`src/rtl/lc3_control_fsm.sv`:
```
// LC-3 multi-cycle control sequencer.
// It fetches one instruction, decodes it, then either executes it in one
// cycle or runs one memory access using a req/ready handshake.
// HALT and FAULT are terminal states that only rst can leave.
module lc3_control_fsm #(
  parameter int unsigned WAIT_TIMEOUT = 16
) (
  input  logic        clk,
  input  logic        rst,
  input  logic [15:0] instr,
  input  logic [2:0]  nzp,
  input  logic        mem_ready,
  output logic [1:0]  pc_sel,
  output logic        alu_b_sel,
  output logic        mem_to_reg,
  output logic [1:0]  alu_op,
  output logic        ir_load,
  output logic        pc_load,
  output logic        reg_write,
  output logic        cc_load,
  output logic        mem_req,
  output logic        mem_we,
  output logic        addr_sel,
  output logic        halted,
  output logic        fault
);

  // A timeout of 0 disables the timeout, but the counter still keeps a 1-bit floor
  localparam int unsigned CNT_W = (WAIT_TIMEOUT > 0) ? $clog2(WAIT_TIMEOUT + 1) : 1;

  localparam logic [3:0] OP_BR   = 4'b0000;
  localparam logic [3:0] OP_ADD  = 4'b0001;
  localparam logic [3:0] OP_LD   = 4'b0010;
  localparam logic [3:0] OP_ST   = 4'b0011;
  localparam logic [3:0] OP_AND  = 4'b0101;
  localparam logic [3:0] OP_LDR  = 4'b0110;
  localparam logic [3:0] OP_STR  = 4'b0111;
  localparam logic [3:0] OP_NOT  = 4'b1001;
  localparam logic [3:0] OP_JMP  = 4'b1100;
  localparam logic [3:0] OP_TRAP = 4'b1111;

  typedef enum logic [2:0] {
    S_FETCH,
    S_DECODE,
    S_EXEC,
    S_MEM_RD,
    S_MEM_WR,
    S_HALT,
    S_FAULT
  } state_t;

  state_t           state_q, state_d;
  logic [CNT_W-1:0] cnt_q, cnt_d;
  logic             run_q;
  logic [3:0]       opcode;
  logic             timeout_hit;
  logic [CNT_W-1:0] cnt_inc;
  logic             unused_instr;

  assign opcode       = instr[15:12];
  assign unused_instr = ^{instr[8:6], instr[4:0]};

  // The timeout fires on the cycle whose missing ready would take the count to WAIT_TIMEOUT
  assign timeout_hit = (WAIT_TIMEOUT != 0) && (cnt_q == CNT_W'(WAIT_TIMEOUT - 1));
  assign cnt_inc     = (cnt_q == {CNT_W{1'b1}}) ? cnt_q : cnt_q + CNT_W'(1);

  // State, wait counter, and a run flag that holds every output at 0 until the first edge after reset
  always_ff @(posedge clk or posedge rst) begin
    if (rst) begin
      state_q <= S_FETCH;
      cnt_q   <= '0;
      run_q   <= 1'b0;
    end else begin
      state_q <= state_d;
      cnt_q   <= cnt_d;
      run_q   <= 1'b1;
    end
  end

  // Next state, next counter value, and the control outputs for the current state
  always_comb begin
    state_d    = state_q;
    cnt_d      = '0;
    pc_sel     = 2'b00;
    alu_b_sel  = 1'b0;
    mem_to_reg = 1'b0;
    alu_op     = 2'b00;
    ir_load    = 1'b0;
    pc_load    = 1'b0;
    reg_write  = 1'b0;
    cc_load    = 1'b0;
    mem_req    = 1'b0;
    mem_we     = 1'b0;
    addr_sel   = 1'b0;
    halted     = 1'b0;
    fault      = 1'b0;

    if (!run_q) begin
      state_d = S_FETCH;
    end else begin
      unique case (state_q)
        S_FETCH: begin
          mem_req = 1'b1;
          if (mem_ready) begin
            ir_load = 1'b1;
            pc_load = 1'b1;
            state_d = S_DECODE;
          end else if (timeout_hit) begin
            state_d = S_FAULT;
          end else begin
            cnt_d = cnt_inc;
          end
        end

        S_DECODE: begin
          case (opcode)
            OP_ADD, OP_AND, OP_NOT, OP_BR, OP_JMP: state_d = S_EXEC;
            OP_LD, OP_LDR:                         state_d = S_MEM_RD;
            OP_ST, OP_STR:                         state_d = S_MEM_WR;
            OP_TRAP:                               state_d = S_HALT;
            default:                               state_d = S_FAULT;
          endcase
        end

        S_EXEC: begin
          state_d = S_FETCH;
          case (opcode)
            OP_ADD: begin
              alu_op    = 2'b00;
              alu_b_sel = instr[5];
              reg_write = 1'b1;
              cc_load   = 1'b1;
            end
            OP_AND: begin
              alu_op    = 2'b01;
              alu_b_sel = instr[5];
              reg_write = 1'b1;
              cc_load   = 1'b1;
            end
            OP_NOT: begin
              alu_op    = 2'b10;
              reg_write = 1'b1;
              cc_load   = 1'b1;
            end
            OP_BR: begin
              pc_sel  = 2'b01;
              pc_load = |(instr[11:9] & nzp);
            end
            OP_JMP: begin
              pc_sel  = 2'b10;
              pc_load = 1'b1;
            end
            default: ;
          endcase
        end

        S_MEM_RD: begin
          mem_req  = 1'b1;
          addr_sel = 1'b1;
          if (mem_ready) begin
            mem_to_reg = 1'b1;
            reg_write  = 1'b1;
            cc_load    = 1'b1;
            state_d    = S_FETCH;
          end else if (timeout_hit) begin
            state_d = S_FAULT;
          end else begin
            cnt_d = cnt_inc;
          end
        end

        S_MEM_WR: begin
          mem_req  = 1'b1;
          mem_we   = 1'b1;
          addr_sel = 1'b1;
          if (mem_ready) begin
            state_d = S_FETCH;
          end else if (timeout_hit) begin
            state_d = S_FAULT;
          end else begin
            cnt_d = cnt_inc;
          end
        end

        S_HALT:  halted = 1'b1;
        S_FAULT: fault  = 1'b1;
        default: state_d = S_FAULT;
      endcase
    end
  end

endmodule

```
`config.mk`:
```
export PLATFORM = sky130hd
export DESIGN_NAME = lc3_control_fsm
export DESIGN_NICKNAME = d
export VERILOG_FILES = /design/src/rtl/lc3_control_fsm.sv
export SDC_FILE = /design/constraint.sdc
export NUM_CORES = 1
export LEC_CHECK = 0
export ABC_AREA = 0
export CORE_UTILIZATION = 41
export DETAILED_ROUTE_END_ITERATION = 10
export GPL_ROUTABILITY_DRIVEN = 0
export HOLD_SLACK_MARGIN = 0.1
export PLACE_DENSITY = 0.77
export SLEW_MARGIN = 10
export SYNTH_ARGS = -nofsm -noshare
export SYNTH_HDL_FRONTEND = slang
export SYNTH_SLANG_ARGS = --single-unit
```
`constraint.sdc`:
```
create_clock -name clk -period 2 [get_ports clk]
set_input_delay 0.6 -clock clk [delete_from_list [all_inputs] [get_ports clk]]
set_output_delay 0.6 -clock clk [all_outputs]
set_load 0.005 [all_outputs]
```
==> metrics.yaml <==
rsz0062_at_grt: "yes"
crit_arrival_ns: 1.57
grt_pass1_vias: 756
reg2reg_depth: 4
cts_buffers: 3
yosysTopAreaCellShare_pct: 26.5
final_area_um2: 1390
worst_slack_ns: -0.174
cp.buffers_inverters: 3
grt_pass1_wl_mm: 3.28
cts_htree_levels: 1
seqPwrFrac_pct: 29.2
io_pins: 37
path_cells: "buf_6 > and4bb_2 > buf_6 > nand2_4 > nor3b_2 > buf_2"
antenna_cells: 0
die_h_um: 47.6
p_comb_share_pct: 52.1
place_hpwl_mm: 1.78
syn_avg_cell_area_um2: 8.26
cp-end-kind: "primary output"
grt_max_degree: 10
synth_top_flop_cell: "dfrtp_1"
synth_area_leaders: "dfrtp_1 (26%), ha_1 (10%), nand2_1 (4.9%)"
ir_drop_mv: 0.666
min_period_ns: 2.17
synth_most_common_cell: "nand2_1"
power.leakage_nw: 0.725
cts_hold_buffers: 0
fin_nets: 184
yosysSeqAreaShare_pct: 26.5
setup-violations-final: 6
syn_to_final_growth_pct: 62.8
finalClockSkew_ns: 0.00868
clk_pin_slew_ns: 0.06
worstSkewPairLatency_ns: 0.26
cp_top_family: "simple AND/OR/NAND/NOR gates"
clockBufferDepth: 2
cp_data_required_time_ns: 1.40
floorplan.initialDensity_pct: 43.4
gr-usage-all-layers_pct: 20.4
use_met3_pct: 4.91
synthCells: 103
cp_max_fo: 3
outcome: "finished with violations"
holdCritPathClass: "flop to flop"
placed_area_um2: 1260
die_w_um: 47.6
cp.depth: 6
antenna_found_initial: 0
dp_slack_ns: -0.913
period_share_pct: 109
drive_gt1_share_pct: 43.5
synth_edf_count: 0
holdPathStages: 2
start_kind: "flop"
synth_top_cell_by_area: "dfrtp_1"
routedWlPerCell_um: 13.7
fmax_mhz: 460
drc: 0
dieArea_um2: 2260
yosysWarningCount: 0
syn-num-nets: 132
ant_nets: 0
hold_slack_ns: 0.578
via_per_inst: 5.18
initialDrtViolationCount: 28
dr_total_vias: 938
p_sw_share_pct: 34.9
met1_usage_pct: 26.4
netlist_top_cells_count: "nand2_1 (11), nor2_1 (10), dfrtp_1 (9), inv_1 (9), ha_1 (7)"
root_buffer: "clkbuf_4"
grt_overflow: 0
cell_internal_pwr_mw: 0.477
synth_seq_cells: 9
grt.busiest_layer: "met2"
clkPwrFrac_pct: 18.7
netlist_area_um2: 851
async_flop_share_pct: 100
cts_tree: "yes"
coreArea_um2: 1960
drv_cap: 0
crit_slowest_cell: "dfrtp_1"
hold_viol_final: 0
crit_type: "flop to primary output"
rows: 16
slowest_delay_ns: 0.40
port_buffers: 28
totalWireLength_mm: 2.47
final_max_slew_viol_count: 0
final_core_util_pct: 70.6
synth_cell_types: 40
p_total_mw: 0.732
pwr_density_cell_nw_per_um2: 529
violations: "setup timing"
clock_sinks: 9
grt_use_met2_pct: 36.2
switchingPower_mw: 0.255
drt_pass1_iterations: 4
crit_top_cell: "buf_6"
==> layout by cell type (no fill, tap or decap), types with 2 or more instances in the layout <==
master and count:
a211o_1 2, a21oi_1 4, a21oi_2 2, and4_1 2, buf_2 14, buf_4 17
buf_6 9, clkbuf_4 3, clkdlybuf4s15_1 2, clkdlybuf4s50_1 2, dfrtp_1 9, dlygate4sd2_1 5
dlymetal6s2s_1 2, ha_1 5, inv_1 7, inv_2 2, nand2_1 10, nand2b_1 3
nand4b_1 3, nor2_1 8, nor2b_4 2, nor3_2 3, nor3b_2 2, o21ai_0 4
==> metal layers <==
metal	vias to the layer above	share of wire, %
met5	-	0
met4	0	1.1
met3	2	3.1
met2	24	54
met1	448	42
li1	464	-
==> power by group through the flow <==
stage | sequential (mW) | clock [mW] | combinational [mW]
final | 0.214 | 0.137 | 0.381
after global routing | 0.216 | 0.147 | 0.417
after CTS | 0.212 | 0.140 | 0.337
after detailed placement | 0.216 | 0 | 0.322
after global placement | 0.215 | 0 | 0.311
after floorplan | 0.221 | 0 | 0.165
==> stage by stage <==
stage          cells  setup TNS, ns
2_1_floorplan    103              0
3_3_place_gp     170          -7.44
3_5_place_dp     170          -7.94
4_1_cts          179         -0.681
5_1_grt          181          -1.08
6_report         181         -0.714
==> layout make-up <==
class                           count  area [um2]
Sequential cell                     9         225
Inverter                            9        33.8
Tap cell                           27        33.8
Timing Repair Buffer               53         424
Fill cell                         167         577
Clock buffer                        4        26.3
Multi-Input combinational cell     79         642
==> timing repair <==
action,4_1_cts,5_1_grt
pin swaps,11,9
gates resized for setup,82,27
buffers inserted,5,3
endpoints found under the setup margin,16,14
==> kinds of logic (layout without fill, tap and decap cells) <==
logic type               after synthesis  in the layout  synth area share, %
AO/OA/AOI/OAI                         20             20                 16.2
XOR/XNOR                               1              1                 1.03
adder cells (fa/ha/maj)                7              7                 10.3
buffers and inverters                 15             66                 8.09
flip-flops                             9              9                 26.5
multiplexers                           2              2                 3.82
other                                  1              1                0.441
AND/OR/NAND/NOR                       48             48                 33.7
==> worst min-delay path: stages (launching register included) <==
cell and delay [ns]:
dfrtp_1 0.42, inv_1 0.08, nor2_1 0.04
==> worst paths after layout <==
| check | from | to | slack, ns |
|---|---|---|---|
| worst max register to register | cnt_q[0] | state_q[0] | 0.50 |
| max in group asynchronous | rst | cnt_q[1] | 1.15 |
| worst max-delay path | state_q[0] | alu_b_sel | -0.17 |
| worst min-delay path | cnt_q[4] | cnt_q[4] | 0.58 |
| worst min register to register | cnt_q[4] | cnt_q[4] | 0.58 |
| min in group asynchronous | rst | state_q[2] | 0.59 |
==> sequential cells by signal, indices dropped and copies added (netlist names) <==
register and count:
cnt_q 5, state_q 3, run_q 1
Power figures use the tool's default switching activity.
